File: config.mk
export PLATFORM = sky130hd
export DESIGN_NAME = full_adder_4
export DESIGN_NICKNAME = d
export VERILOG_FILES = /design/src/rtl/full_adder_4_pkg.sv /design/src/rtl/full_adder_bit.sv /design/src/rtl/full_adder_4.sv
export SDC_FILE = /design/constraint.sdc
export NUM_CORES = 1
export LEC_CHECK = 0
export CAP_MARGIN = 10
export CELL_PAD_IN_SITES_DETAIL_PLACEMENT = 0
export CELL_PAD_IN_SITES_GLOBAL_PLACEMENT = 2
export CORE_UTILIZATION = 22
export DETAILED_ROUTE_END_ITERATION = 10
export PLACE_DENSITY = 0.88
export SLEW_MARGIN = 15
export SYNTH_ARGS = -nofsm -noshare
export SYNTH_HDL_FRONTEND = slang
export SYNTH_SLANG_ARGS = --single-unit
File: constraint.sdc
create_clock -name clk -period 5.1 [get_ports clk]
set_input_delay 0.51 -clock clk [delete_from_list [all_inputs] [get_ports clk]]
set_output_delay 0.51 -clock clk [all_outputs]
set_load 0.03 [all_outputs]
File: src/rtl/full_adder_4_pkg.sv
// Shared constants for the registered ripple-carry adder.
package full_adder_4_pkg;

  // Operand and sum width used when the parent does not override it.
  localparam int DEFAULT_WIDTH = 4;

endpackage : full_adder_4_pkg

File: src/rtl/full_adder_bit.sv
// One-bit combinational full adder; a ripple chain of these forms the adder.
module full_adder_bit (
  input  logic a,
  input  logic b,
  input  logic cin,
  output logic s,
  output logic cout
);

  logic half;

  // Sum bit and carry out of this position.
  always_comb begin
    half = a ^ b;
    s    = half ^ cin;
    cout = (a & b) | (cin & half);
  end

endmodule : full_adder_bit

File: src/rtl/full_adder_4.sv
// Registered WIDTH-bit ripple-carry adder with carry-in, carry-out and
// signed-overflow flag. Sum is computed combinationally and presented one
// cycle later from output flops.
module full_adder_4
  import full_adder_4_pkg::*;
#(
  parameter int WIDTH = DEFAULT_WIDTH
) (
  input  logic             clk,
  input  logic             rst_n,
  input  logic             in_valid,
  input  logic [WIDTH-1:0] data_a,
  input  logic [WIDTH-1:0] data_b,
  input  logic             carry_in,
  output logic [WIDTH-1:0] data_out,
  output logic             carry_out,
  output logic             overflow,
  output logic             out_valid
);

  // c[i] is the carry into bit i; c[WIDTH] is the carry out of the MSB.
  logic [WIDTH:0]   carry;
  logic [WIDTH-1:0] sum;
  logic             overflow_next;

  assign carry[0] = carry_in;

  // Ripple chain: each bit consumes the carry produced by the bit below.
  for (genvar gi = 0; gi < WIDTH; gi++) begin : g_bit
    full_adder_bit u_bit (
      .a    (data_a[gi]),
      .b    (data_b[gi]),
      .cin  (carry[gi]),
      .s    (sum[gi]),
      .cout (carry[gi+1])
    );
  end

  // Signed overflow: the carry into the sign bit disagrees with the carry out.
  assign overflow_next = carry[WIDTH-1] ^ carry[WIDTH];

  // Output registers: reset clears, accepted operands load, otherwise hold.
  always_ff @(posedge clk) begin
    if (!rst_n) begin
      data_out  <= '0;
      carry_out <= 1'b0;
      overflow  <= 1'b0;
      out_valid <= 1'b0;
    end else if (in_valid) begin
      data_out  <= sum;
      carry_out <= carry[WIDTH];
      overflow  <= overflow_next;
      out_valid <= 1'b1;
    end else begin
      out_valid <= 1'b0;
    end
  end

endmodule : full_adder_4

=== After elaboration in Yosys (flattened, before gate mapping) ===
Index checks and enable logic that the tools add are counted.

* $add $sub $neg: 0
* Multiply operators: 0
* Div/mod/pow operators: 0
* Magnitude comparators: 0
* Equal/unequal tests: 0
* Shift-type cells: 0
* Multiplexer cells: 1
* Bitwise logic cells: 21
* Reduce and logical (&&, ||, !) cells: 0

{| class="wikitable"
|+ Operators with widths
! operator !! number
|-
| bitwise XOR 1 bit || 9
|-
| bitwise AND 1 bit || 8
|-
| bitwise OR 1 bit || 4
|-
| two-way mux 1 bit || 1
|}

* Register bits: 7
* Bits in latches: 0
* Memory bits (writable): 0
* ROM bits: 0
* Input bits: 12
* Output and inout port bits: 7
* Memories: 0

=== Logic depth before layout (Yosys ltp) ===
Gate-level depths: netlist of the first run.

* Word-level depth: 10
* Depth in mapped cells: 9
* Depth with buffers taken out: 9

=== By module ===
From an unflattened synthesis of the first run, not the netlist that was laid out.

* Cells, all modules: 26
* Area, all modules: 339.1 um^2

{| class="wikitable"
|+ Modules (own cells, without submodules)
! module !! times used !! cells an instance !! area an instance (um^2) !! seq. area each (um^2)
|-
| full_adder_4 || 1 || 22 || 259.0 || 140.1
|-
| full_adder_bit || 4 || 1 || 20.0 || 0.0
|}

=== Least setup slack after synthesis of the first run ===
No wires, ideal clock.

* Path type: input-to-reg
* Start point: input port data_a[0]
* End point: register data_out[3]
* Library setup time: 58 ps
* Arrival time: 2189 ps
* Data required time: 5042 ps
* Setup slack: 2853 ps
* Stages: 9
* Path through: inv_1 > fa_1 > inv_1 > fa_1 > fa_1 > inv_1 > fa_1 > nand2_1 > o211a_1

* Word-level cells in the longest chain between the ends: 8

{| class="wikitable"
|+ Ends and longest elaborated chain
! element !! line !! RTL
|-
| start: declaration || full_adder_4.sv:12 || <nowiki>input logic [WIDTH-1:0] data_a,</nowiki>
|-
| bitwise XOR 1 bit || full_adder_bit.sv:14 || <nowiki>half = a ^ b;</nowiki>
|-
| bitwise AND 1 bit || full_adder_bit.sv:16 || <nowiki>cout = (a & b) | (cin & half);</nowiki>
|-
| bitwise OR 1 bit * || full_adder_bit.sv:16 ||
|-
| bitwise AND 1 bit * || full_adder_bit.sv:16 ||
|-
| bitwise OR 1 bit * || full_adder_bit.sv:16 ||
|-
| bitwise AND 1 bit * || full_adder_bit.sv:16 ||
|-
| bitwise OR 1 bit * || full_adder_bit.sv:16 ||
|-
| bitwise XOR 1 bit * || full_adder_bit.sv:15 || <nowiki>s = half ^ cin;</nowiki>
|-
| end signal: assignment || full_adder_4.sv:50 || <nowiki>data_out <= sum;</nowiki>
|-
| end: declaration || full_adder_4.sv:15 || <nowiki>output logic [WIDTH-1:0] data_out,</nowiki>
|}

Every way passes the cells marked *; elsewhere a longest branch is shown, timed or not.
A chain may end at the register's enable or synchronous reset.

=== Final worst setup path of the first run ===
* Start point: input port data_a[0]
* End point: register overflow

* Word-level cells in the longest chain between the ends: 10

{| class="wikitable"
|+ Ends and longest elaborated chain
! element !! line !! RTL
|-
| bitwise XOR 1 bit || full_adder_bit.sv:14 ||
|-
| bitwise AND 1 bit || full_adder_bit.sv:16 ||
|-
| bitwise OR 1 bit * || full_adder_bit.sv:16 ||
|-
| bitwise AND 1 bit * || full_adder_bit.sv:16 ||
|-
| bitwise OR 1 bit * || full_adder_bit.sv:16 ||
|-
| bitwise AND 1 bit * || full_adder_bit.sv:16 ||
|-
| bitwise OR 1 bit * || full_adder_bit.sv:16 ||
|-
| bitwise AND 1 bit || full_adder_bit.sv:16 ||
|-
| bitwise OR 1 bit || full_adder_bit.sv:16 ||
|-
| bitwise XOR 1 bit * || full_adder_4.sv:40 || <nowiki>assign overflow_next = carry[WIDTH-1] ^ carry[WIDTH];</nowiki>
|-
| end signal: assignment || full_adder_4.sv:52 || <nowiki>overflow <= overflow_next;</nowiki>
|-
| end: declaration || full_adder_4.sv:17 || <nowiki>output logic overflow,</nowiki>
|}

Marked as above.

==> results of run 1 <==
[per-stage QoR]
stage / util [%] / hold WS, ns / power [mW] / worst slack [ns] / cell area, um^2
3_5_place_dp: 36.29 / 0.4690 / 0.1114 / 2.328 / 553.0
3_3_place_gp: 36.29 / 0.4649 / 0.1111 / 2.323 / 553.0
5_1_grt: 38.01 / 0.5051 / 0.1711 / 2.526 / 579.3
6_report: 38.01 / 0.4753 / 0.1588 / 2.590 / 579.3
4_1_cts: 38.01 / 0.4811 / 0.1637 / 2.584 / 579.3
2_1_floorplan: - / 0.6382 / 0.09002 / 2.853 / 364.1
[flip-flops by register name, summed over array words and instances, names as in the netlist]
register / flops
carry_out: 1
data_out: 4
out_valid: 1
overflow: 1
[worst max-delay path, stage by stage]
cell             delay (ns)
clkdlybuf4s50_1        0.45
inv_1                  0.05
fa_1                   0.41
inv_1                  0.07
fa_1                   0.17
fa_1                   0.21
inv_1                  0.06
fa_1                   0.40
xnor2_1                0.14
a22o_1                 0.17
[layout by cell type, fill, tap and decap left out]
cell type / netlist / final
clkbuf_1: 0 / 1
clkdlybuf4s50_1: 0 / 18
o211a_1: 3 / 3
nand2_1: 3 / 3
mux2i_1: 2 / 2
nor2b_1: 3 / 3
dfxtp_1: 7 / 7
xnor2_1: 1 / 1
and2_4: 1 / 1
inv_1: 7 / 7
fa_1: 4 / 4
clkbuf_4: 0 / 3
a22o_1: 1 / 1
[cell type report]
class                      count  area, um^2
clock buffer                   4       26.28
fill                         157       944.7
sequential                     7       140.1
multi-input combinational     18       186.4
timing repair buffer          18       180.2
tap                           16       20.02
inverter                       7       26.28
[cells by family (layout without fill, tap and decap cells)]
family	Yosys count	after routing	share of synthesized area, %
buf+inv	8	29	10.31
flops	7	7	38.49
xor+xnor	1	1	2.406
mux	2	2	5.499
simple gates	7	7	10.65
fa+ha+maj	4	4	21.99
compound gates	4	4	10.65
[layer usage]
metal  wire length [um]  up-vias  share of wire [%]
met5                  0        -                  0
met4                  0        0                  0
met3                 46        0                7.2
met2                302        8                 47
met1                295      140                 46
li1                   -      145                  -
[report_power, final]
| part | switching (mW) | total (mW) | internal [mW] |
|---|---|---|---|
| Clock | 0.0196 | 0.0494 | 0.0298 |
| Combinational | 0.0222 | 0.0473 | 0.0251 |
| Sequential | 0.00225 | 0.0621 | 0.0599 |
[worst max path at each step]
stage	startpoint	end	slack [ns]	depth (start not counted)
final	data_a[0]	overflow	2.59	10
after CTS	data_a[0]	overflow	2.58	10
after global placement	data_a[0]	overflow	2.32	10
after global routing	data_a[0]	overflow	2.53	10
after detailed placement	data_a[0]	overflow	2.33	10
after floorplan	data_a[0]	data_out[3]	2.85	9
==> summary by stage, run 1 <==
Logic synthesis
The commonest cells after synthesis are 7 x dfxtp_1, 7 x inv_1, 4 x fa_1. Dividing the synthesized area by the synthesized cell count gives 11.03 um^2. Sorting the synthesized cells by area gives the leading types as dfxtp_1 38%, fa_1 22%, o211a_1 8.2%. The synthesized netlist contains 11 unique library cells. Of the post-synthesis cell area, the dominant cell type holds 38.49%. Counting flops and latches in the post-synthesis netlist gives 7. For this run, asynchronously set or reset flops after synthesis account for 0%. Synthesis produced a netlist with a net count of 49.

The share of synthesized area occupied by flip-flops and latches is 38.49%. Yosys mapped a number of flops with a built-in enable equal to 0. The library cell with the largest summed area after synthesis is dfxtp_1.

Synthesis produced a netlist whose cell count is 33. The post-synthesis instance area is 364.1 um^2. The number of warning messages in the yosys log is 0. The most used flip-flop cell after synthesis is dfxtp_1.

GRT
The number of global-route vias before repair is ~260. The wire length of the first global-routing pass is 1.090 mm. Global routing used about 8.4% of the available tracks. The initial antenna violation count came to 0. The pin count of the biggest net entering global routing is 11.

The met2 usage in global routing is 11.82%. The met1 usage in global routing is under 10%. For met3 alone, demand over resource in global routing was under 10%. The layer flagged by global routing as most heavily used is met2.

The total grt overflow is 0.

Pwr
The areal power density over the cells is 274.1 nW/um^2. The leakage power total is between 0.2 and 0.3 nW. IR analysis of the VDD net gives a maximum drop of approximately 0.13 mV.

STA
For this run, the top clock speed supported by timing is 398.4 MHz. Setup violations remaining at the end of the flow were counted as 0. Subtracting the final worst setup slack from the clock period gives 2.510 ns. The actual transition at the worst max-transition pin is approximately 0.37 ns. The final max-slew violation count was 0.

Setup repair after global routing left no endpoint under its margin. The relative slew slack is 75.12%. The sum of negative setup slack is 0 ns. The maximum clock skew at final layout is 0 ns. Dividing the final minimum period by the clock period gives 49.22%. The final hold violation count is 0.

Floorplan
Pin placement for this block handled 19 I/O pins. The number of rows created at floorplan is 14. Once the floorplan was initialized, standard cells occupied approximately a quarter of the core.

The die covers between 1500 and 2000 um^2. The die is 42.68 um wide. The total area inside the core boundary comes to 1524 um^2. The vertical die dimension is 42.68 um.

Cells and area
The layout-stage area growth over the synthesis result is 59.11%. The finished layout holds 70 standard cells, fillers aside. For this run, the post-layout net count is 71. The repair_antennas step left the layout with diodes totalling 0.

The post-route netlist has 7.407% of its cells at a drive strength greater than 1.

Clock network
The clock reaches the later pin of the worst-skew pair after 0.25 ns. Gates resized during post-CTS repair numbered 0. Counting along the longest clock path gives a buffer depth of 2. After clock tree synthesis, the setup repair step added 0 buffers. The clock tree from TritonCTS is done.

Counting the buffers created by CTS gives 3. The hold buffer count at CTS is 0. CTS built an H-tree with a depth of 1. The tree built by TritonCTS fans out to 7 sinks. The clock transition time at the flip-flop clock pins of the worst setup and hold paths is 0.05 ns. The clock tree root buffer cell is clkbuf_4.

Drt
For this run, the detailed router's first-pass iteration total came to 1. The post-detailed-route via-to-cell ratio is 4.186. The count of routing violations after the opening detailed-route iteration is 0.

After detailed routing, the number of remaining DRC violations is 0. Once detail routing completed, the nets flagged for antenna violations numbered 0. The detail-routed net length per standard cell is slightly above 9 um. The total wire length is roughly 640 um. The via total after detailed routing is about 300.

Worst setup path
Measured in cells, the most critical reg-to-reg path has a length of 2. The worst register-to-register path has a setup slack of 4.33 ns. The reg-to-reg startpoint is overflow. STA puts the critical path data required time at 5.24 ns. The worst flop-to-flop path endpoint is overflow. Data arrives at the worst endpoint at 2.65 ns.

The worst setup path is captured at a flop. The kind of critical path is in -> reg. In this run the worst path has a maximum fanout of 2. The kind of launch point of the worst setup path is an input port.

Place
The count of input and output buffers is 18. The cell count after placement is 66. Once detailed placement completed, the half-perimeter wirelength came to 514.6 um. The routability congestion estimate is 0.6349.

Min path
The worst hold path startpoint is carry_out. Counting instances, the worst hold path has a depth of 1. The path class of the tightest hold or removal check is reg -> reg. The worst min-delay path endpoint is carry_out.

Run status
The run finished with clean final reports.

Job
Max-cap violations in this run came to 0.
(Power assumes the default switching activity.)
==> run 2: changes to the inputs <==
--- a/config.mk
+++ b/config.mk
@@ -8,9 +8,9 @@
 export CAP_MARGIN = 10
 export CELL_PAD_IN_SITES_DETAIL_PLACEMENT = 0
 export CELL_PAD_IN_SITES_GLOBAL_PLACEMENT = 2
-export CORE_UTILIZATION = 22
+export CORE_UTILIZATION = 19
 export DETAILED_ROUTE_END_ITERATION = 10
-export PLACE_DENSITY = 0.88
+export PLACE_DENSITY = 0.82
 export SLEW_MARGIN = 15
 export SYNTH_ARGS = -nofsm -noshare
 export SYNTH_HDL_FRONTEND = slang
==> constraint.sdc (replaced) <==
create_clock -name clk -period 2.17 [get_ports clk]
set_input_delay 0.217 -clock clk [delete_from_list [all_inputs] [get_ports clk]]
set_output_delay 0.217 -clock clk [all_outputs]
set_load 0.03 [all_outputs]
==> summary by stage, run 2 (same netlist as run 1, synthesis figures left out) <==
Job
The number of max-cap violations came to 0 (unchanged).

Place
The area after detailed placement came to 571.8 um^2 (+3.4%). The routability congestion estimate is 0.6509 (+2.5%). The count of input and output buffers is 18 (unchanged).

The cell count after placement is 76 (+15%).

Clock network
The maximum level of the CTS H-tree is 1 (unchanged). The clock buffer count from CTS came to 3 (unchanged). The clock transition time at the flip-flop clock pins of the worst setup and hold paths came to 0.05 ns (about the same). The clock tree root buffer cell is clkbuf_4. The number of sinks handled by clock tree synthesis was 7 (unchanged).

The maximum clock path buffer count is 2 (unchanged). The post-CTS setup buffer count is 0 (unchanged). The clock tree from TritonCTS is done. The clock latency reported for the late side of the worst-skew pair is 0.25 ns (about the same).

Floorplan
The number of rows created at floorplan was 15 (+1). The starting utilization of the core area is 20.64% (-3.3 points). The vertical die dimension is 45.78 um (+7.3%). The die outline width is 45.78 um (+7.3%). The number of top-level pins is 19 (unchanged). The core area came to 1764 um^2 (+16%). The total die area is 2095 um^2 (+15%).

Drt
The post-detailed-route via-to-cell ratio is 3.550 (-15%). The first-pass iteration count of the detailed router is 2 (+1). The length of routed met2 wiring is 282 um (-6.6%). The detail-routed net length per standard cell came to 8.150 um (-11%).

The routed metal-1 wirelength is 283 um (-4.1%). The top layer reached by signal wires is met4. The DRC violation count after routing came to 0 (unchanged).

The via total after detailed routing is 284 (-3.1%). The count of routing violations after the opening detailed-route iteration is 3 (+3). The detailed route wirelength on metal3 came to 74 um (+61%).

The final antenna-violating net count is 0 (unchanged). The total wire length is 652 um (+1.4%).

STA
The maximum clock skew at final layout came to 0 ns (unchanged). The relative slew slack is 74.57% (-0.54 points). The final hold violation count is 0 (unchanged). The final number of setup-violating endpoints is 0 (unchanged). The worst path in the final design needs a cycle of around 1.9 ns, including I/O delays and setup. The part of the cycle the worst path needs is 89.24%. Setup repair after global routing left no endpoint under its margin.

The sum of negative setup slack is 0 ns (unchanged). The worst hold-check slack is 0.4737 ns (-0.001577 ns). The timing-limited maximum frequency is 516.4 MHz. The actual transition at the worst max-transition pin is 0.3802 ns (+0.008130 ns). The final max-slew violation count was 0 (unchanged).

Worst setup path
The worst endpoint data arrival time is 2.13 ns (-0.52 ns). The kind of critical path is in -> reg. The endpoint type of the worst setup path is a flop. The required time of the critical path is 2.37 ns (-2.87 ns). The length in cells of the worst reg-to-reg path is 2 (unchanged).

The worst setup path is launched from an input port. The peak fanout along the critical path is 2 (unchanged). The reg-to-reg setup timing slack is 1.41 ns (-2.92 ns).

Cells and area
Leaving out fill and tap cells, the most frequent cells in the layout are 15 x clkdlybuf4s50_1, 7 x dfxtp_1, 4 x inv_2, 4 x fa_2. The final design instance area without fill is 615.6 um^2 (+6.3%). The leading cell type in the layout, fill and taps excluded is clkdlybuf4s50_1. The number of diodes came to 0 (unchanged). The share of layout cells above drive strength 1 is 23.64% (+16 points). The filler cell count is 198 (+26%). Relative to the synthesized area, the layout overhead comes to 69.07%. The number of nets in the final layout is 72 (+1.4%). The most flop-heavy register is data_out.

The flip-flop count of the largest register, all copies and words added is 4 (unchanged). The non-filler instance count after layout is 80 (+14%).

GRT
The initial antenna violation count was 0 (unchanged). The total grt overflow is 0 (unchanged). The global routing usage summed across all routing layers is 8.033% (-0.37 points). The wire length of the first global-routing pass is 1.097 mm (+0.64%). The number of global-route vias before repair came to 265 (+2.7%). The pin count of the biggest net entering global routing was 11 (unchanged).

Pwr
The clock share of power was 30.6% (-0.5 points). The worst ir drop on vdd came to 0.3606 mV (+170%). The cell internal power dissipation is 273.3 uW (+140%). The net load switching power is 107.2 uW (+140%). The leakage power total came to 0.2973 nW (+9.0%). The fraction of power consumed by combinational cells is 31.0% (+1.2 points).

The areal power density over the cells is 618.3 nW/um^2 (+130%). The sequential cell fraction of total power is 38.4% (-0.7 points). The total power of the final layout is 380.6 uW (+140%). The switching power as a share of total power is 28.18% (+0.44 points).

Min path
The worst hold path belongs to the class reg -> reg. The worst hold path stage count is 1 (unchanged).

Run status
The run finished with clean final reports.
run 2: cell count changes in the layout (fill, tap and decap cells not counted):
cell	previous run	this run
fa_2	0	4
inv_1	7	3
fa_1	4	0
inv_2	0	4
clkdlybuf4s50_1	18	15
dlymetal6s2s_1	0	3
buf_4	0	1
run 2: power groups by stage:
stage	Sequential, mW	Combinational [mW]	Clock, mW
floorplan	0.172	0.0395	0
global placement	0.148	0.115	0
detailed placement	0.148	0.116	0
CTS	0.146	0.117	0.122
global route	0.147	0.129	0.132
finish	0.146	0.118	0.117
run 2: cell type report:
class / instances / area (um^2) / share of cell area (%)
multi-input combinational: 18 / 196.4 / 31.91
timing repair buffer: 19 / 195.2 / 31.71
sequential: 7 / 140.1 / 22.76
tap: 25 / 31.28 / 5.081
clock buffer: 4 / 26.28 / 4.268
inverter: 7 / 26.28 / 4.268
run 2: per-layer routing:
metal  up-vias  track usage [%]
met5         -                0
met4         0            5.294
met3         2            5.952
met2        13            10.86
met1       124            8.717
li1        145                -
run 2: timing repair:
item | in CTS | in global routing
setup endpoints to repair | 1 | 2
pin swaps | 0 | 4
hold buffers | 0 | 0
hold endpoints to repair | 0 | 0
gates resized for setup | 2 | 9
run 2: worst paths after layout:
path / startpoint / end
setup / recovery: data_a[1] / data_out[3]
hold / removal: data_out[0] / data_out[0]
setup reg to reg: overflow / overflow
hold reg to reg: data_out[0] / data_out[0]
run 2: stage by stage:
| step | setup WS (ns) | util [%] |
|---|---|---|
| after floorplan | 0.2157 | - |
| after global placement | -0.3034 | 32.41 |
| after detailed placement | -0.2900 | 32.41 |
| after CTS | 0.001834 | 34.18 |
| after global routing | 0.1581 | 34.89 |
| final | 0.2335 | 34.89 |
run 2: critical path, cell delays in order:
cell and delay, ns:
clkdlybuf4s50_1 0.43, fa_2 0.40, fa_2 0.38, inv_2 0.07, fa_2 0.42, nand2_1 0.07, o211a_1 0.14
==> variant: new RTL, settings of run 2 <==
Set the package constant `DEFAULT_WIDTH` to 3 (it was 4).
--- a/src/rtl/full_adder_4_pkg.sv
+++ b/src/rtl/full_adder_4_pkg.sv
@@ -2,7 +2,7 @@
 package full_adder_4_pkg;
 
   // Operand and sum width used when the parent does not override it.
-  localparam int DEFAULT_WIDTH = 4;
+  localparam int DEFAULT_WIDTH = 3;
 
 endpackage : full_adder_4_pkg
 
Ports: changed (resized data_a, data_b and data_out); port bits go from 19 to 16. No check against the original RTL was run, so the function may have changed too.
==> variant against run 2 <==
- total power shrank 16%
- design area shrank 19%
- sequential power shrank 14%
- setup slack lost 0.091 ns
- fmax shrank 4.5%
- largest power group unchanged
- wire length shrank 19%
- area after synthesis shrank 15%
- sequential cell count shrank 1
==> variant: results (changes against run 2) <==
placed instance count 60 (-21%); starting DRC count in detailed routing 4 (+1); xor-xnor portion of the synthesized cell area 2.846% (+0.44 points); met3 demand-to-capacity share in global routing 6.897% (+0.94 points); r2r endpoint overflow; net switching power figure 85.64 uW (-20%); result of the run finished, final reports clean; portion of the post-synthesis area used by sequential elements 39.02% (+0.54 points); synth top area cells dfxtp_1 (39%), fa_1 (20%), o211a_1 (9.8%); Die ar. 1785 um^2 (-15%); routed wl met3 54 um (-27%); Crit path arrival time 2.16 ns (+0.03 ns); gate count of the mapped netlist 29 (-12%); leakage power summed over all cells 0.2416 nW (-19%); share of cells above drive strength 1 10.64% (-13 points); complex-gate fraction of the synthesized area 12.60% (+1.9 points); total number of vias 249 (-12%); final weighted congestion in routability-driven placement 0.6340 (-2.6%); fin nets 62 (-14%); Largest register FFs 3 (-1); flop-to-flop setup slack approximately 1.4 ns; # port buffers 15 (-3); pin count of the biggest net entering global routing 10 (-1); data-path buffer share of cell area in the final layout 31.74% (about the same); final cell count without fillers 63 (-21%); instance area at placement 474.2 um^2 (-17%); area used by multi-input combinational logic 150.1 um^2 (-24%); overall track demand over capacity in global routing 7.398% (-0.64 points); length of routed met2 wiring 276 um (-2.1%); via count of the first global-routing pass 222 (-16%); level count of the clock H-tree 1 (unchanged); commonest cells in the netlist inv_1 (7), dfxtp_1 (6), fa_1 (3), nand2_1 (3), o211a_1 (3); global routing usage on met1 6.933% (-1.8 points); number of sinks on the clock net 6 (-1); relative max-transition margin 79.27% (+4.7 points); Filler Cells Inserted 165 (-17%); fraction of area in clock buffers and inverters 4.534% (+0.27 points); number of different library cells in the post-synthesis netlist 11 (unchanged); arithmetic-cell share of the synthesized area counting full adders, half adders and majority gates 19.51% (-2.5 points); proportion of cell area occupied by registers 24.18% (+1.4 points); multi-input logic cell count 15 (-3); post-CTS sizing 0 (-2); Total Wirelength 530 um (-19%); Signal buffers 16 (-3); Hold Path Origin data_out[2]; drt first pass iters 4 (+2); met2 layer usage reported by global route 10.77% (-0.088 points); multiplexer fraction of the synthesized cell area 3.252% (-2.2 points); post-synth net total 42 (-14%); sum of routed wire segments on met1 190 um (-33%); Worst Hold Path EP data_out[2]; worst reg2reg path depth 2 (unchanged); wire length of the first global-routing pass 910 um (-17%)
## variant: cell types whose count changed after synthesis, sizes merged
cell and delta:
dfxtp -1, fa -1, mux2i -1, nor2b -1
## variant: kinds of logic (layout without fill, tap and decap cells)
group	count (synthesis)	count (layout)
mux	1	1
compound gates	4	4
xor+xnor	1	1
fa+ha+maj	3	3
simple gates	6	6
buf+inv	8	26
flops	6	6
## variant: power groups by stage
| stage | registers (mW) | clock network, mW | logic (mW) |
|---|---|---|---|
| finish | 0.125 | 0.101 | 0.0926 |
| global route | 0.126 | 0.115 | 0.101 |
| CTS | 0.125 | 0.106 | 0.0948 |
| detailed placement | 0.127 | 0 | 0.0946 |
| global placement | 0.126 | 0 | 0.0938 |
| floorplan | 0.146 | 0 | 0.0327 |
## variant: worst max path at each step
| stage | end | slack, ns | start |
|---|---|---|---|
| after floorplan | overflow | 0.42 | data_a[0] |
| after global placement | overflow | -0.11 | data_a[0] |
| after CTS | overflow | 0.12 | data_a[0] |
| after global routing | overflow | 0.02 | data_a[0] |
| after detailed placement | overflow | -0.13 | data_a[0] |
| final | overflow | 0.14 | data_a[0] |
## variant: critical path, stage by stage
cell and delay, ns:
clkdlybuf4s50_1 0.45, inv_1 0.05, fa_1 0.41, inv_1 0.07, fa_1 0.18, inv_1 0.05
fa_1 0.40, xnor2_1 0.14, a22o_1 0.18
## variant: per-stage QoR
stage / util, % / hold slack, ns / setup slack (ns) / total power [mW]
6_report: 32.97 / 0.4817 / 0.1421 / 0.3184
5_1_grt: 32.97 / 0.5072 / 0.02323 / 0.3420
4_1_cts: 32.97 / 0.4846 / 0.1201 / 0.3259
3_5_place_dp: 31.48 / 0.4735 / -0.1333 / 0.2215
3_3_place_gp: 31.48 / 0.4644 / -0.1126 / 0.2202
2_1_floorplan: - / 0.3452 / 0.4160 / 0.1787
